**src/rtl/timer_ctrl.sv**
```systemverilog
// timer_ctrl
//   Control stage for the downstream saturating up-counter. Sequences the
//   counter's load and enable inputs through a programmable prescaler,
//   supports one-shot and periodic modes, and raises a one-cycle interrupt
//   pulse on every expiry.
//
// Ports
//   clk, rst          single clock, synchronous active-high reset
//   start_i           pulse: latch configuration and (re)start
//   stop_i            pulse: abort, return to idle (wins over start)
//   periodic_i        mode latched at start (1 = periodic, 0 = one-shot)
//   reload_i          counter start value R, latched at start
//   prescale_i        prescaler divider minus one (P-1), latched at start
//   cnt_load_o        counter load strobe
//   cnt_val_o         counter load value (latched R)
//   cnt_en_o          counter increment enable
//   cnt_overflow_i    registered overflow flag from the counter
//   irq_o             one-cycle expiry pulse (registered)
//   busy_o            state is not IDLE
//   done_o            sticky one-shot completion flag, cleared by start
//
// State  | meaning
// -------+---------------------------------------------------------------
// IDLE   | counter controls low, waiting for start
// LOAD   | one-cycle counter load strobe, prescaler cleared
// RUN    | prescaler divides clk, enable every P cycles until overflow
module timer_ctrl #(
    parameter int WIDTH   = 4,
    parameter int PRESC_W = 4
) (
    input  logic               clk,
    input  logic               rst,
    input  logic               start_i,
    input  logic               stop_i,
    input  logic               periodic_i,
    input  logic [WIDTH-1:0]   reload_i,
    input  logic [PRESC_W-1:0] prescale_i,
    output logic               cnt_load_o,
    output logic [WIDTH-1:0]   cnt_val_o,
    output logic               cnt_en_o,
    input  logic               cnt_overflow_i,
    output logic               irq_o,
    output logic               busy_o,
    output logic               done_o
);

    localparam logic [1:0] ST_IDLE = 2'd0;
    localparam logic [1:0] ST_LOAD = 2'd1;
    localparam logic [1:0] ST_RUN  = 2'd2;

    logic [1:0]         state_q;
    logic [1:0]         state_d;
    logic [WIDTH-1:0]   reload_q;
    logic [PRESC_W-1:0] presc_cfg_q;
    logic [PRESC_W-1:0] presc_q;
    logic               periodic_q;
    logic               irq_q;
    logic               done_q;

    logic in_load;
    logic in_run;
    logic start_eff;
    logic presc_tc;
    logic expire;

    assign in_load   = (state_q == ST_LOAD);
    assign in_run    = (state_q == ST_RUN);
    assign start_eff = start_i && !stop_i;
    assign presc_tc  = (presc_q == presc_cfg_q);

    // Overflow only counts as an expiry in RUN; a stop or start in the same
    // cycle takes precedence and swallows the interrupt.
    assign expire = in_run && cnt_overflow_i && !stop_i && !start_i;

    always_comb begin
        state_d = state_q;
        if (stop_i) begin
            state_d = ST_IDLE;
        end else if (start_i) begin
            state_d = ST_LOAD;
        end else begin
            case (state_q)
                ST_IDLE: state_d = ST_IDLE;
                ST_LOAD: state_d = ST_RUN;
                ST_RUN: begin
                    if (cnt_overflow_i) begin
                        state_d = periodic_q ? ST_LOAD : ST_IDLE;
                    end
                end
                default: state_d = ST_IDLE;
            endcase
        end
    end

    always_ff @(posedge clk) begin
        if (rst) begin
            state_q     <= ST_IDLE;
            reload_q    <= '0;
            presc_cfg_q <= '0;
            periodic_q  <= 1'b0;
            presc_q     <= '0;
            irq_q       <= 1'b0;
            done_q      <= 1'b0;
        end else begin
            state_q <= state_d;
            irq_q   <= expire;

            if (start_eff) begin
                reload_q    <= reload_i;
                presc_cfg_q <= prescale_i;
                periodic_q  <= periodic_i;
                done_q      <= 1'b0;
            end else if (expire && !periodic_q) begin
                done_q <= 1'b1;
            end

            // Prescaler only advances in RUN; held at zero elsewhere so that
            // the first RUN cycle always starts the divide from zero.
            if (in_run) begin
                presc_q <= presc_tc ? '0 : presc_q + PRESC_W'(1);
            end else begin
                presc_q <= '0;
            end
        end
    end

    assign cnt_load_o = in_load;
    assign cnt_val_o  = reload_q;
    // Masking with overflow keeps a P=1 wrap from issuing a pulse into a
    // counter that has already saturated.
    assign cnt_en_o   = in_run && presc_tc && !cnt_overflow_i;
    assign irq_o      = irq_q;
    assign busy_o     = (state_q != ST_IDLE);
    assign done_o     = done_q;

endmodule

```
**config.mk**
```make
export PLATFORM = sky130hd
export DESIGN_NAME = timer_ctrl
export DESIGN_NICKNAME = d
export VERILOG_FILES = /design/src/rtl/timer_ctrl.sv
export SDC_FILE = /design/constraint.sdc
export NUM_CORES = 1
export LEC_CHECK = 0
export ABC_AREA = 1
export BUFFER_PORTS_ARGS = -buffer_cell sky130_fd_sc_hd__buf_2
export CORE_ASPECT_RATIO = 0.6
export CORE_UTILIZATION = 32
export DETAILED_ROUTE_END_ITERATION = 10
export GPL_TIMING_DRIVEN = 0
export PLACE_DENSITY_LB_ADDON = 0.25
export SETUP_SLACK_MARGIN = 0.05
export SYNTH_ARGS = -nofsm -noshare
export SYNTH_HDL_FRONTEND = slang
export SYNTH_SLANG_ARGS = --single-unit
export TNS_END_PERCENT = 30
```
**constraint.sdc**
```tcl
create_clock -name clk -period 1 [get_ports clk]
set_clock_uncertainty 0.05 [all_clocks]
set_input_delay 0.05 -clock clk [delete_from_list [all_inputs] [get_ports clk]]
set_output_delay 0.05 -clock clk [all_outputs]
set_load 0.01 [all_outputs]
```
==> impl.org <==
** Routing
- For this block, the initial DRC count from the detailed router was 25.
- Number of DRC violations after detailed routing :: 0
- Mean number of vias per cell :: 4.25
- Once detail routing completed, the nets flagged for antenna violations numbered 0.
- Routed WL per cell :: 9.33 um
- The final route contains 689 vias.
- Post-Route WL :: 1.51 mm
- The first detailed-routing pass ran for 4 iterations.

** Worst setup path
- Cell with the largest stage delay on the worst path :: dfxtp_2
- WP data arrival :: 1.15 ns
- STA puts the critical path data required time at 0.90 ns.
- FF-to-FF setup slack :: -0.02 ns
- The worst setup path is captured at a primary output.
- Grouping stages by cell kind, the critical path spends the most delay in simple AND/OR/NAND/NOR gates.
- In this run the critical register-to-register path is captured at presc_q[0].
- Counting cells, the worst reg-to-reg path comes to 7.
- Of all nets on the critical path, the largest fanout is 3.
- The critical path contains buffers and inverters numbering 2 combined.
- Counting stages on the worst path, the most repeated cell is nand2_2.
- Type of the worst setup path :: flip-flop to primary output
- The worst register-to-register path begins at presc_q[1].
- Cell breakdown of the critical path :: inv_2 -> nand2_2 -> nand2_2 -> nor2_4 -> nand2_2 -> nor2_1 -> buf_2
- Startpoint class of the critical path :: flip-flop
- Maximum single-stage delay on the critical path :: 0.35 ns

** Placement
- Once placement finished, the instance area stood at 858 um^2.
- OpenSTA, run right after detailed placement, puts the worst setup slack at -0.113 ns.
- Placed wire-length estimate :: 1.07 mm
- RD Place Congestion :: 0.702
- Count of port buffers added during placement :: 22

** Synthesis
- Summing every instance area after synthesis gives 713 um^2.
- Warnings from Yosys :: 0
- Cell type with the largest total area after synthesis :: dfxtp_1
- Syn Nets :: 114
- The synthesized design contains 17 register bits.
- Yosys attributes the largest share of cell area to dfxtp_1, nor2_1, nand2_1.
- The synthesized netlist contains 16 unique library cells.
- The share of synthesized area in the top cell type comes to 0.477.
- The cell count after synthesis came out at 99.
- Sequential share of the synthesized area :: 0.477
- Synthesized area per cell :: 7.20 um^2

** Clocking
- The later pin in the worst-skew pair is clocked with a latency of 0.25 ns.
- The number of clock buffers added by TritonCTS is 3.
- The clock passes through at most 2 buffers.
- Clock-pin slew was measured on the worst setup and hold paths at 0.07 ns.
- TritonCTS built the clock tree.
- Root cell of the clock tree :: clkbuf_8
- H-Tree Depth :: 1
- For this design, the sink count on the clock tree is 17.

** Job
- # Max-Cap Violations :: 0

** Timing
- Final period util :: 1.25
- The worst pin sits at a relative slew slack of 0.834.
- The count of pins over their slew limit was 0.
- Fmax :: 0.802 GHz
- Setup repair after global routing could not meet its margin everywhere.
- Across all setup checks in the final design, the least slack found is -0.248 ns.
- Worst-Margin Slew :: 0.249 ns
- Hold is met by 0.0233 ns.
- # setup viols final :: 6
- Final critical path time including I/O delays and setup :: 1.25 ns
- Number of hold-slack violations in the final timing report :: 0

** Hold path
- The path with the worst hold slack has its endpoint at periodic_q.
- Startpoint of the most critical hold path :: periodic_i
- The worst hold path was traced through 3 stages.
- Worst min path class :: primary input to flip-flop

** Layout
- Layout cells sized above 1 :: 0.418
- After routing the design area is 1020 um^2.
- The library cell used most frequently in the layout, excluding fill and tap cells, is buf_2.
- Nets@finish :: 150
- P&R area growth vs syn :: 43.5%
- The layout has 202 filler cells.
- The number of antenna diodes in the final layout is 0.
- Final cell utilization of the core :: 0.520
- The library cells used most frequently in the layout, excluding fill and tap cells, are buf_2, nor2_1, nand2_1, inv_1.

** Power
- The analysis attributes to cell leakage a power of 0.479 nW.
- Max IR drop VDD :: 0.987 mV
- Power per unit of standard cell area :: 1370 nW/um^2

** Global routing
- After global routing the overflow that remains totals 0.
- Number of antenna violations at the first check in global routing :: 0
- The first global-routing pass estimated 2.42 mm of wire.
- The via count of the first global-routing pass came to 593.
- GRT Overall Usage :: 0.134
- Largest net degree at the start of global routing :: 11

** Floorplan
- The die is 38.6 um tall.
- The region available for standard cell placement spans 1970 um^2.
- Initial core utilization :: 0.363
- Die footprint :: 2430 um^2
- Die X-Extent :: 62.9 um
- Row cnt :: 12
- I/O pins :: 23

** Run status
- The flow ran to the end, but the final reports show violations.
- Failing checks :: negative setup slack
logic make-up (layout without fill, tap and decap cells):
group	count (synthesis)	after routing	share of synthesized area
AO/OA/AOI/OAI	17	17	0.123
AND/OR/NAND/NOR	44	44	0.253
XOR/XNOR	2	2	0.0246
buffers and inverters	18	53	0.105
adder cells (fa/ha/maj)	1	1	0.0175
flip-flops	17	17	0.477
Yosys cell counts:
cell and n:
nor3_1 1, dfxtp_1 17, ha_1 1, nor2_4 1, buf_6 1, xor2_1 1, inv_1 15, a21oi_1 7
xnor2_1 1, nand2_1 18, nand3_1 3, or2_2 1, o21ai_0 9, a21boi_0 1, inv_2 2, nor2_1 20
through the flow:
stage	cells	TNS, ns	power, mW
6_report	162	-0.349	1.40
5_1_grt	162	-0.892	1.47
4_1_cts	159	-0.528	1.40
3_5_place_dp	149	-0.510	0.872
3_3_place_gp	149	-0.458	0.870
2_1_floorplan	99	0	0.812
state kept, by name (all words and copies together) (netlist names):
name	cells
cnt_val_o	4
presc_cfg_q	4
presc_q	4
state_q	2
done_o	1
irq_o	1
periodic_q	1
layout make-up:
cell class	instances	area, um^2	share of cell area
multi-input cells	64	323	0.315
inverters	17	63.8	0.0623
clock buffers	3	41.3	0.0403
repair buffers	31	194	0.189
clock inverters	1	5.00	0.00489
plain buffers	1	11.3	0.0110
well taps	28	35.0	0.0342
flip-flops and latches	17	350	0.342
worst min-delay path: stages:
cell and delay [ns]:
buf_2 0.07, o21ai_0 0.07, a21oi_1 0.10
how the worst max path moves through the flow:
| stage | startpoint | cells after the start | end |
|---|---|---|---|
| global placement | presc_q[0] | 7 | presc_q[0] |
| CTS | presc_q[1] | 7 | cnt_en_o |
| finish | presc_q[1] | 7 | cnt_en_o |
| floorplan | presc_q[0] | 7 | presc_q[0] |
| detailed placement | presc_q[0] | 7 | presc_q[0] |
| global route | presc_q[1] | 7 | cnt_en_o |
where the power goes:
part / leakage (nW) / internal, mW / switching [mW]
Sequential: 0.143 / 0.705 / 0.0133
Clock: 0.0255 / 0.276 / 0.232
Combinational: 0.311 / 0.0836 / 0.0910
Total: 0.479 / 1.06 / 0.336
layer usage:
metal | wire, um | global-route usage | up-vias | share of wire
met5 | 0 | 0 | - | 0
met4 | 8 | 0.0174 | 0 | 0.0053
met3 | 99 | 0.0676 | 2 | 0.065
met2 | 612 | 0.212 | 18 | 0.40
met1 | 792 | 0.167 | 296 | 0.52
li1 | - | - | 373 | -
timing repair:
action / CTS / global route
resized for setup: 9 / 15
endpoints found under the hold margin: 4 / 0
hold buffers: 4 / 0
pin swaps: 0 / 8
buffers inserted: 2 / 3
setup endpoints to repair: 8 / 9
Note: power is estimated with default switching activity, not from simulation.
